## src/rtl/prestage_sequencer_if.sv

```systemverilog
// rtl/prestage_sequencer_if.sv - board-input / display-output bundle for prestage_sequencer
//
// Signals:
//   tick        pacing enable, one clk wide
//   btn_up      raw level, capture code
//   btn_down    raw level, clear to IDLE
//   btn_left    raw level, submit guess
//   btn_right   raw level, start/restart round
//   sw[7:0]     code / guess value
//   state[2:0]  IDLE=0 ARMED=1 RUN=2 WIN=3 LOSE=4
//   led[7:0]    registered LED pattern
//   disp_val    {timer, attempts, 1'b0, state}
//   done        WIN or LOSE
//   match       WIN
// master drives the board inputs; slave is the sequencer.
interface prestage_sequencer_if;
    logic        tick;
    logic        btn_up;
    logic        btn_down;
    logic        btn_left;
    logic        btn_right;
    logic [7:0]  sw;
    logic [2:0]  state;
    logic [7:0]  led;
    logic [15:0] disp_val;
    logic        done;
    logic        match;

    modport master (
        output tick, btn_up, btn_down, btn_left, btn_right, sw,
        input  state, led, disp_val, done, match
    );

    modport slave (
        input  tick, btn_up, btn_down, btn_left, btn_right, sw,
        output state, led, disp_val, done, match
    );
endinterface

```

## src/rtl/prestage_sequencer.sv

```systemverilog
// rtl/prestage_sequencer.sv - game-round controller: button sync/edge detect, code capture, timed guessing round
//
// Ports:
//   clk    system clock, rising edge
//   rst_n  asynchronous active-low reset
//   bus    prestage_sequencer_if.slave (buttons, sw, tick in; state, led, disp_val, done, match out)
// Parameters:
//   TIME_LIMIT  round length in ticks (1..255)
//   MAX_TRIES   wrong guesses allowed before loss (1..15)
module prestage_sequencer #(
    parameter logic [7:0] TIME_LIMIT = 8'd60,
    parameter logic [3:0] MAX_TRIES  = 4'd5
) (
    input  logic                  clk,
    input  logic                  rst_n,
    prestage_sequencer_if.slave   bus
);

    typedef enum logic [2:0] {
        ST_IDLE  = 3'd0,
        ST_ARMED = 3'd1,
        ST_RUN   = 3'd2,
        ST_WIN   = 3'd3,
        ST_LOSE  = 3'd4
    } state_t;

    // Button vector order: [3]=up [2]=down [1]=left [0]=right
    logic [3:0] w_btn_raw;
    logic [3:0] r_sync1;
    logic [3:0] r_sync2;
    logic [3:0] r_prev;
    logic [3:0] w_pulse;

    assign w_btn_raw = {bus.btn_up, bus.btn_down, bus.btn_left, bus.btn_right};
    assign w_pulse   = r_sync2 & ~r_prev;

    always_ff @(posedge clk or negedge rst_n) begin
        if (!rst_n) begin
            r_sync1 <= 4'd0;
            r_sync2 <= 4'd0;
            r_prev  <= 4'd0;
        end else begin
            r_sync1 <= w_btn_raw;
            r_sync2 <= r_sync1;
            r_prev  <= r_sync2;
        end
    end

    state_t     r_state;
    logic [7:0] r_code;
    logic [7:0] r_timer;
    logic [3:0] r_attempts;
    logic [7:0] r_led;

    state_t     w_state_nxt;
    logic [7:0] w_code_nxt;
    logic [7:0] w_timer_nxt;
    logic [3:0] w_attempts_nxt;
    logic [7:0] w_led_nxt;
    logic       w_won;
    logic       w_lost;
    logic [3:0] w_att_inc;

    always_ff @(posedge clk or negedge rst_n) begin
        if (!rst_n) begin
            r_state    <= ST_IDLE;
            r_code     <= 8'd0;
            r_timer    <= 8'd0;
            r_attempts <= 4'd0;
            r_led      <= 8'd0;
        end else begin
            r_state    <= w_state_nxt;
            r_code     <= w_code_nxt;
            r_timer    <= w_timer_nxt;
            r_attempts <= w_attempts_nxt;
            r_led      <= w_led_nxt;
        end
    end

    // Only one button pulse acts per cycle (down > up > right > left); within
    // RUN the guess and the tick are folded together so both limits are seen.
    always_comb begin
        w_state_nxt    = r_state;
        w_code_nxt     = r_code;
        w_timer_nxt    = r_timer;
        w_attempts_nxt = r_attempts;
        w_led_nxt      = r_led;
        w_won          = 1'b0;
        w_lost         = 1'b0;
        w_att_inc      = r_attempts + 4'd1;

        if (w_pulse[2]) begin
            w_state_nxt    = ST_IDLE;
            w_code_nxt     = 8'd0;
            w_timer_nxt    = 8'd0;
            w_attempts_nxt = 4'd0;
            w_led_nxt      = 8'd0;
        end else if (w_pulse[3] && (r_state == ST_IDLE || r_state == ST_ARMED)) begin
            w_state_nxt = ST_ARMED;
            w_code_nxt  = bus.sw;
            w_led_nxt   = bus.sw;
        end else if (w_pulse[0] && (r_state == ST_ARMED || r_state == ST_WIN || r_state == ST_LOSE)) begin
            w_state_nxt    = ST_RUN;
            w_timer_nxt    = TIME_LIMIT;
            w_attempts_nxt = 4'd0;
            w_led_nxt      = 8'd0;
        end else if (r_state == ST_RUN) begin
            if (w_pulse[1]) begin
                if (bus.sw == r_code) begin
                    w_won     = 1'b1;
                    w_led_nxt = 8'hFF;
                end else begin
                    // Hint: a 1 marks a bit the guess already has right.
                    w_led_nxt      = ~(bus.sw ^ r_code);
                    w_attempts_nxt = w_att_inc;
                    if (w_att_inc == MAX_TRIES) begin
                        w_lost = 1'b1;
                    end
                end
            end
            if (bus.tick && r_timer != 8'd0) begin
                w_timer_nxt = r_timer - 8'd1;
                if (r_timer == 8'd1) begin
                    w_lost = 1'b1;
                end
            end
            // A correct guess beats a timer or tries expiry in the same cycle.
            if (w_won) begin
                w_state_nxt = ST_WIN;
            end else if (w_lost) begin
                w_state_nxt = ST_LOSE;
                w_led_nxt   = r_code;
            end
        end
    end

    assign bus.state    = r_state;
    assign bus.led      = r_led;
    assign bus.disp_val = {r_timer, r_attempts, 1'b0, r_state};
    assign bus.done     = (r_state == ST_WIN) || (r_state == ST_LOSE);
    assign bus.match    = (r_state == ST_WIN);

endmodule
```

## src/flat_wrapper.sv

```systemverilog
// flat-port wrapper written by rule: the top's interface ports become plain ports
module prestage_sequencer_flat 
#(
    parameter logic [7:0] TIME_LIMIT = 8'd60,
    parameter logic [3:0] MAX_TRIES  = 4'd5
)
  (clk, rst_n, bus_tick, bus_btn_up, bus_btn_down, bus_btn_left, bus_btn_right, bus_sw, bus_state, bus_led, bus_disp_val, bus_done, bus_match);
  prestage_sequencer_if bus_i ();
  input  logic clk;
  input  logic rst_n;
  input wire logic [$bits(bus_i.tick)-1:0] bus_tick;
  input wire logic [$bits(bus_i.btn_up)-1:0] bus_btn_up;
  input wire logic [$bits(bus_i.btn_down)-1:0] bus_btn_down;
  input wire logic [$bits(bus_i.btn_left)-1:0] bus_btn_left;
  input wire logic [$bits(bus_i.btn_right)-1:0] bus_btn_right;
  input wire logic [$bits(bus_i.sw)-1:0] bus_sw;
  output wire logic [$bits(bus_i.state)-1:0] bus_state;
  output wire logic [$bits(bus_i.led)-1:0] bus_led;
  output wire logic [$bits(bus_i.disp_val)-1:0] bus_disp_val;
  output wire logic [$bits(bus_i.done)-1:0] bus_done;
  output wire logic [$bits(bus_i.match)-1:0] bus_match;
  assign bus_i.tick = bus_tick;
  assign bus_i.btn_up = bus_btn_up;
  assign bus_i.btn_down = bus_btn_down;
  assign bus_i.btn_left = bus_btn_left;
  assign bus_i.btn_right = bus_btn_right;
  assign bus_i.sw = bus_sw;
  assign bus_state = bus_i.state;
  assign bus_led = bus_i.led;
  assign bus_disp_val = bus_i.disp_val;
  assign bus_done = bus_i.done;
  assign bus_match = bus_i.match;
  prestage_sequencer #(.TIME_LIMIT(TIME_LIMIT), .MAX_TRIES(MAX_TRIES)) u_core (.clk(clk), .rst_n(rst_n), .bus(bus_i));
endmodule
```

## config.mk

```make
export PLATFORM = sky130hd
export DESIGN_NAME = prestage_sequencer_flat
export DESIGN_NICKNAME = d
export VERILOG_FILES = /design/src/rtl/prestage_sequencer_if.sv /design/src/rtl/prestage_sequencer.sv /design/src/flat_wrapper.sv
export SDC_FILE = /design/constraint.sdc
export NUM_CORES = 1
export LEC_CHECK = 0
export CORE_MARGIN = 4
export CORE_UTILIZATION = 53
export CTS_CLUSTER_SIZE = 24
export DETAILED_ROUTE_END_ITERATION = 16
export PLACE_DENSITY_LB_ADDON = 0.12
export SYNTH_ARGS = -nofsm -noshare
export SYNTH_HDL_FRONTEND = slang
export SYNTH_SLANG_ARGS = --single-unit
```

## constraint.sdc

```tcl
create_clock -name clk -period 3.12 [get_ports clk]
set_clock_uncertainty 0.1 [all_clocks]
set_input_delay 0.624 -clock clk [delete_from_list [all_inputs] [get_ports clk]]
set_output_delay 0.624 -clock clk [all_outputs]
set_load 0.02 [all_outputs]
```

==> impl_metrics.prom, run 1 <==
# TYPE chip_impl_metric gauge
chip_impl_info{name="layout.cells.most_common",value="dfrtp_1"} 1
chip_impl_metric{name="synth_seq_area_share",unit="%"} 42.3
chip_impl_metric{name="cp_num_buf_inv",unit=""} 1
chip_impl_info{name="cts_tree",value="yes"} 1
chip_impl_metric{name="clk_latency",unit="ns"} 0.30
chip_impl_metric{name="synthesis.yosys.warnings",unit=""} 0
chip_impl_metric{name="period_share",unit="%"} 84.7
chip_impl_metric{name="final.fill_count",unit=""} 366
chip_impl_info{name="path_delay_family",value="buffers and inverters"} 1
chip_impl_metric{name="setup-violations-final",unit=""} 0
chip_impl_metric{name="synth_top_area_share",unit="%"} 42.3
chip_impl_metric{name="fp.coreArea",unit="um2"} 4500
chip_impl_metric{name="post_layout_nonfiller_instances",unit=""} 367
chip_impl_metric{name="io_buffer_count",unit=""} 42
chip_impl_metric{name="finalWeightedCongestion",unit=""} 0.823
chip_impl_metric{name="worst_r2r_path_depth",unit=""} 6
chip_impl_metric{name="max_cap_viol_count",unit=""} 0
chip_impl_metric{name="vias_in_the_first_global_route",unit=""} 2110
chip_impl_metric{name="die_w",unit="um"} 77.2
chip_impl_metric{name="gr-usage-all-layers",unit="%"} 21.2
chip_impl_info{name="outcome",value="finished clean"} 1
chip_impl_info{name="layout_common_cells",value="dfrtp_1 (43), clkdlybuf4s50_1 (41), nor2_1 (28)"} 1
chip_impl_metric{name="cts_max_path_buffers",unit=""} 2
chip_impl_metric{name="drcViolationCount",unit=""} 0
chip_impl_metric{name="yosys.cell_types.count",unit=""} 56
chip_impl_info{name="timing.critical_path.from_type",value="flip-flop"} 1
chip_impl_metric{name="floorplan.rows",unit=""} 24
chip_impl_metric{name="number_of_buffers_added_by_the_clock_tree_synthesis_step",unit=""} 5
chip_impl_metric{name="timing.critical_path.fanout_max",unit=""} 9
chip_impl_metric{name="areaGrowthSynthToFinish",unit="%"} 22.8
chip_impl_metric{name="max_freq",unit="GHz"} 0.378
chip_impl_metric{name="dp_hpwl",unit="um"} 4320
chip_impl_info{name="yosysTopAreaCell",value="dfrtp_1"} 1
chip_impl_metric{name="maxSlewHeadroom",unit="%"} 37.6
chip_impl_metric{name="cts.htree.levels",unit=""} 2
chip_impl_metric{name="max_slew.worst_pin.slew",unit="ns"} 0.935
chip_impl_metric{name="cts_setup_buffers",unit=""} 0
chip_impl_metric{name="cellLeakagePower",unit="nW"} 1.31
chip_impl_info{name="worstPathCellList",value="or3b_4 > nand2b_1 > clkdlybuf4s50_1"} 1
chip_impl_metric{name="time_the_final_worst_path_needs_with_i_o_delays_and_setup",unit="ns"} 2.64
chip_impl_metric{name="critical_path.max_stage_delay",unit="ns"} 0.60
chip_impl_metric{name="diodes",unit=""} 0
chip_impl_metric{name="syn_nets",unit=""} 291
chip_impl_metric{name="cts.sink_count",unit=""} 43
chip_impl_metric{name="mean_cell_area_of_the_mapped_netlist",unit="um2"} 9.38
chip_impl_metric{name="critPathRequiredTime",unit="ns"} 2.40
chip_impl_metric{name="dp_cells",unit=""} 359
chip_impl_metric{name="cp_num_cells",unit=""} 3
chip_impl_metric{name="final.hold.worst_slack",unit="ns"} 0.253
chip_impl_metric{name="timing_max_transition_violations_final",unit=""} 0
chip_impl_info{name="ys.flop_type",value="dfrtp_1"} 1
chip_impl_metric{name="proportion_of_layout_cells_with_a_drive_suffix_above_1",unit="%"} 8.89
chip_impl_metric{name="post_drt_via_cell_ratio",unit=""} 6.15
chip_impl_metric{name="maximum_number_of_pins_on_one_net_before_global_route_repair",unit=""} 44
chip_impl_metric{name="register_area",unit="um2"} 1080
chip_impl_metric{name="postSynthCellCount",unit=""} 271
chip_impl_metric{name="area_of_the_multi_input_gates",unit="um2"} 1350
chip_impl_metric{name="floorplan.die_area",unit="um2"} 5970
chip_impl_metric{name="first_pass_iters",unit=""} 4
chip_impl_metric{name="clk_pin_slew_worst_paths",unit="ns"} 0.08
chip_impl_metric{name="nNetsFinal",unit=""} 334
chip_impl_info{name="min_path_type",value="flip-flop to flip-flop"} 1
chip_impl_metric{name="irDropWorstVdd",unit="V"} 0.000350
chip_impl_metric{name="route.detailed.wl_per_inst",unit="um"} 16.5
chip_impl_metric{name="grt_overflow_total",unit=""} 0
chip_impl_metric{name="drt.antenna.violating_nets",unit=""} 0
chip_impl_info{name="timing.critical_path.slowest_stage_cell",value="clkdlybuf4s50_1"} 1
chip_impl_info{name="setup_repair_after_global_routing_missed_its_margin",value="false"} 1
chip_impl_metric{name="grt_antenna_before_repair",unit=""} 0
chip_impl_metric{name="start_util",unit="%"} 56.4
chip_impl_metric{name="die_y",unit="um"} 77.2
chip_impl_info{name="synthTopCellsByArea",value="dfrtp_1 (42%), nor2_1 (4.1%), a21oi_1 (3.5%)"} 1
chip_impl_metric{name="worst_hold_path_depth",unit=""} 0
chip_impl_metric{name="synth-seq-cells",unit=""} 43
chip_impl_metric{name="dr.first_iter.drc_count",unit=""} 110
chip_impl_metric{name="grt_pass1_wl",unit="um"} 10100
chip_impl_info{name="cts_root_buffer_type",value="clkbuf_8"} 1
chip_impl_metric{name="finalHoldViolations",unit=""} 0
chip_impl_metric{name="synth_edf_count",unit=""} 0
chip_impl_metric{name="synth_async_sr_flop_share",unit="%"} 100
chip_impl_metric{name="pwr_density_cell",unit="nW/um2"} 572
chip_impl_metric{name="detailroute.via_count",unit=""} 2256
chip_impl_metric{name="hold_buffer_count_at_cts",unit=""} 0
chip_impl_metric{name="io_pins",unit=""} 44
chip_impl_metric{name="wl",unit="um"} 6060
chip_impl_metric{name="critical_path_arrival",unit="ns"} 1.92
chip_impl_info{name="end_kind",value="output port"} 1
chip_impl_info{name="critPathKind",value="flip-flop to output port"} 1
chip_impl_metric{name="post_cts.resized_instances",unit=""} 0
chip_impl_metric{name="sum_neg_setup_slack",unit="ns"} 0
chip_impl_metric{name="netlist_area",unit="um2"} 2540
==> where the power goes <==
group | internal [W] | leakage (nW) | switching [W] | total [W]
sequential | 0.000636 | 0.549 | 0.000103 | 0.000739
clock | 0.000202 | 0.0515 | 0.000196 | 0.000398
combinational | 0.000299 | 0.705 | 0.000351 | 0.000649
==> sequential cells by signal (all words and copies together), names as in the netlist <==
signal / count
u_core.r_sync1: 4
u_core.r_sync2: 4
u_core.r_attempts: 4
u_core.r_code: 8
u_core.bus.led: 8
u_core.r_prev: 4
u_core.r_timer: 8
u_core.bus.state: 3
==> stage by stage <==
stage	worst slack, ns	cell area [um2]	utilization (%)	total power (W)
final	0.478	3120	69.3	0.00179
after detailed placement	0.215	3020	67.1	0.00139
after CTS	0.462	3120	69.3	0.00179
after floorplan	0.757	2540	-	0.00114
after global routing	0.368	3120	69.3	0.00189
after global placement	0.271	3020	67.1	0.00138
==> logic make-up after synthesis <==
| kind of cell | share of synthesized area (%) |
|---|---|
| flops | 42.3 |
| fa+ha+maj | 2.46 |
| mux | 2.41 |
| compound gates | 23.4 |
| other cells | 0.148 |
| xor+xnor | 2.76 |
| buf+inv | 4.83 |
| simple gates | 21.6 |
==> layout make-up <==
cell class,instances,share of cell area (%)
Clock buffer,8,3.21
Inverter,13,1.56
Tap cell,52,2.08
Timing Repair Buffer,51,15.5
Multi-Input combinational cell,200,43.2
Sequential cell,43,34.5
==> path summary, 6_finish.rpt <==
path	from	endpoint	slack, ns
max reg2reg	u_core.r_attempts[0]	u_core.bus.led[5]	0.66
max	u_core.bus.state[1]	bus_done	0.48
min reg2reg	u_core.r_sync1[1]	u_core.r_sync2[1]	0.25
min in group asynchronous	rst_n	u_core.r_timer[3]	0.35
min	u_core.r_sync1[1]	u_core.r_sync2[1]	0.25
max in group asynchronous	rst_n	u_core.r_code[7]	1.98
==> cell usage after synthesis, types with 5 or more instances <==
cell      number
inv_1         13
nand3_1        8
clkbuf_1       9
o22a_1         8
a211oi_1       5
mux2i_1        5
nor4_1         7
and3_1         6
nand2_1       24
nor2_1        28
nand2b_1       8
a21oi_1       18
dfrtp_1       43
ha_1           5
o21ai_0        6
==> layer usage <==
layer	track usage, %	share of wire (%)	vias to the layer above
met3	4.68	6.1	11
li1	-	-	1090
met4	8.19	1.6	0
met1	29.0	46	1062
met2	32.6	46	93
met5	0	0	-
Power figures use the tool's default switching activity.
==> run 2: changes to the inputs <==
==> constraint.sdc (replaced) <==
create_clock -name clk -period 2.45 [get_ports clk]
set_clock_uncertainty 0.1 [all_clocks]
set_input_delay 0.49 -clock clk [delete_from_list [all_inputs] [get_ports clk]]
set_output_delay 0.49 -clock clk [all_outputs]
set_load 0.02 [all_outputs]
==> run 2 against run 1 <==
Utilization up 5.2 points. Non-clock buffer count increased by 24. Via count grew 7.2%. First-iteration DRC count down 7.3%. Sequential power grew 26%. Die area is the same. Worst setup slack got worse by 0.38 ns. Sequential cell count unchanged. Sequential share of layout area is 2.4 points lower. Critical path type is now primary input to flip-flop. Critical endpoint is now u_core.bus.led[7]. Highest routed layer unchanged.
==> impl_metrics.prom, run 2 (synthesized netlist as in run 1, its figures left out) <==
# TYPE chip_impl_metric gauge
chip_impl_metric{name="critical_path_arrival",unit="ns"} 2.44
chip_impl_metric{name="maxSlewHeadroom",unit="%"} 59.6
chip_impl_metric{name="detailroute.via_count",unit=""} 2419
chip_impl_metric{name="irDropWorstVdd",unit="V"} 0.000387
chip_impl_metric{name="drt.antenna.violating_nets",unit=""} 0
chip_impl_metric{name="die_w",unit="um"} 77.2
chip_impl_info{name="cts_tree",value="yes"} 1
chip_impl_info{name="critPathKind",value="primary input to flip-flop"} 1
chip_impl_metric{name="io_buffer_count",unit=""} 42
chip_impl_metric{name="die_y",unit="um"} 77.2
chip_impl_metric{name="max_slew.worst_pin.slew",unit="ns"} 0.599
chip_impl_metric{name="vias_in_the_first_global_route",unit=""} 2328
chip_impl_metric{name="fp.coreArea",unit="um2"} 4500
chip_impl_metric{name="setup-violations-final",unit=""} 0
chip_impl_metric{name="areaGrowthSynthToFinish",unit="%"} 32.2
chip_impl_info{name="timing.critical_path.from_type",value="primary input"} 1
chip_impl_metric{name="cts_max_path_buffers",unit=""} 2
chip_impl_metric{name="clk_pin_slew_worst_paths",unit="ns"} 0.08
chip_impl_metric{name="post_drt_via_cell_ratio",unit=""} 6.19
chip_impl_metric{name="fin_area",unit="um2"} 3360
chip_impl_metric{name="drcViolationCount",unit=""} 0
chip_impl_metric{name="max_cap_viol_count",unit=""} 0
chip_impl_metric{name="gr-usage-all-layers",unit="%"} 22.3
chip_impl_metric{name="cell_area_placed",unit="um2"} 3200
chip_impl_metric{name="final.hold.worst_slack",unit="ns"} 0.0507
chip_impl_metric{name="max_freq",unit="GHz"} 0.426
chip_impl_metric{name="first_pass_iters",unit=""} 4
chip_impl_metric{name="io_pins",unit=""} 44
chip_impl_metric{name="finalWeightedCongestion",unit=""} 0.905
chip_impl_metric{name="floorplan.rows",unit=""} 24
chip_impl_metric{name="grt_overflow_total",unit=""} 0
chip_impl_metric{name="dp_hpwl",unit="um"} 4630
chip_impl_info{name="timing.critical_path.slowest_stage_cell",value="or4_1"} 1
chip_impl_metric{name="grt_pass1_wl",unit="um"} 10900
chip_impl_metric{name="number_of_buffers_added_by_the_clock_tree_synthesis_step",unit=""} 5
chip_impl_info{name="layout.cells.most_common",value="dfrtp_1"} 1
chip_impl_metric{name="floorplan.die_area",unit="um2"} 5970
chip_impl_metric{name="pwr_density_cell",unit="nW/um2"} 744
chip_impl_info{name="layout_common_cells",value="dfrtp_1 (42), clkdlybuf4s50_1 (40), buf_4 (32)"} 1
chip_impl_metric{name="sum_neg_setup_slack",unit="ns"} 0
chip_impl_metric{name="power",unit="W"} 0.00250
chip_impl_metric{name="cts.htree.levels",unit=""} 2
chip_impl_info{name="worstPathCellList",value="clkdlybuf4s50_1 > xor2_1 > or4_1 > o31ai_2 > buf_4 > nor2_1 > a211oi_1"} 1
chip_impl_metric{name="fin_ws",unit="ns"} 0.101
chip_impl_info{name="end_kind",value="flip-flop"} 1
chip_impl_metric{name="time_the_final_worst_path_needs_with_i_o_delays_and_setup",unit="ns"} 2.35
chip_impl_metric{name="dp_slack",unit="ns"} -0.293
chip_impl_metric{name="register_area",unit="um2"} 1080
chip_impl_metric{name="final.fill_count",unit=""} 330
chip_impl_metric{name="period_share",unit="%"} 95.9
chip_impl_metric{name="nNetsFinal",unit=""} 358
chip_impl_info{name="cts_root_buffer_type",value="clkbuf_8"} 1
chip_impl_metric{name="dr.first_iter.drc_count",unit=""} 102
chip_impl_metric{name="diodes",unit=""} 0
chip_impl_metric{name="critical_path.max_stage_delay",unit="ns"} 0.62
chip_impl_metric{name="maximum_number_of_pins_on_one_net_before_global_route_repair",unit=""} 44
chip_impl_metric{name="proportion_of_layout_cells_with_a_drive_suffix_above_1",unit="%"} 16.2
chip_impl_metric{name="start_util",unit="%"} 56.4
chip_impl_metric{name="cts.sink_count",unit=""} 43
chip_impl_metric{name="finalHoldViolations",unit=""} 0
chip_impl_metric{name="clk_latency",unit="ns"} 0.30
chip_impl_metric{name="critPathRequiredTime",unit="ns"} 2.54
chip_impl_metric{name="area_of_the_multi_input_gates",unit="um2"} 1360
chip_impl_info{name="outcome",value="finished clean"} 1
chip_impl_metric{name="route.detailed.wl_per_inst",unit="um"} 16.4
chip_impl_metric{name="timing_max_transition_violations_final",unit=""} 0
chip_impl_metric{name="wl",unit="um"} 6430
chip_impl_info{name="min_path_type",value="primary input to async pin"} 1
chip_impl_metric{name="timing.critical_path.fanout_max",unit=""} 8
chip_impl_metric{name="cellLeakagePower",unit="nW"} 1.46
chip_impl_metric{name="grt_antenna_before_repair",unit=""} 0
## run 2: path summary, 6_finish.rpt
path | start | to | slack, ns | cells after the start
setup / recovery | bus_sw[3] | u_core.bus.led[7] | 0.10 | 7
hold reg to reg | u_core.r_sync1[1] | u_core.r_sync2[1] | 0.26 | 0
max in group asynchronous | rst_n | u_core.bus.state[2] | 1.99 | 2
min in group clk | u_core.r_sync1[1] | u_core.r_sync2[1] | 0.26 | 0
setup reg to reg | u_core.r_timer[0] | u_core.bus.state[0] | 0.22 | 8
hold / removal | rst_n | u_core.r_timer[6] | 0.05 | 2
## run 2: timing repair
action,4_1_cts,5_1_grt
gates resized for setup,1,3
pin swaps,0,1
gates cloned,0,0
setup buffers,0,2
setup endpoints to repair,1,10
hold buffers,0,0
## run 2: through the flow
step / instances / util, %
floorplan: 271 / -
global placement: 381 / 71.0
detailed placement: 381 / 71.0
CTS: 389 / 74.0
global route: 391 / 74.6
finish: 391 / 74.6
## run 2: layout make-up
class                      count  share of cell area, %
clock buffer                   6                   2.16
sequential                    43                   32.1
multi-input combinational    200                   40.4
timing repair buffer          75                   20.2
inverter                      13                   1.45
tap                           52                   1.94
clock inverter                 2                   1.79
## run 2: power breakdown
group	internal (W)	switching, W	leakage (nW)	total (W)
clock	0.000408	0.000248	0.0654	0.000655
sequential	0.000810	0.000121	0.548	0.000931
combinational	0.000429	0.000485	0.846	0.000914
## run 2: critical path: cells and delay by family
family / cells / cell delay, ns
simple gates: 2 / 0.67
buf+inv: 2 / 0.63
compound gates: 2 / 0.47
xor+xnor: 1 / 0.19
## run 2: per-layer routing
metal | global-route usage [%] | part of all wire, % | up-vias
met5 | 0 | 0 | -
met4 | 7.83 | 2.4 | 0
met3 | 3.86 | 6.0 | 19
met2 | 37.4 | 49 | 99
met1 | 29.0 | 42 | 1164
li1 | - | - | 1137
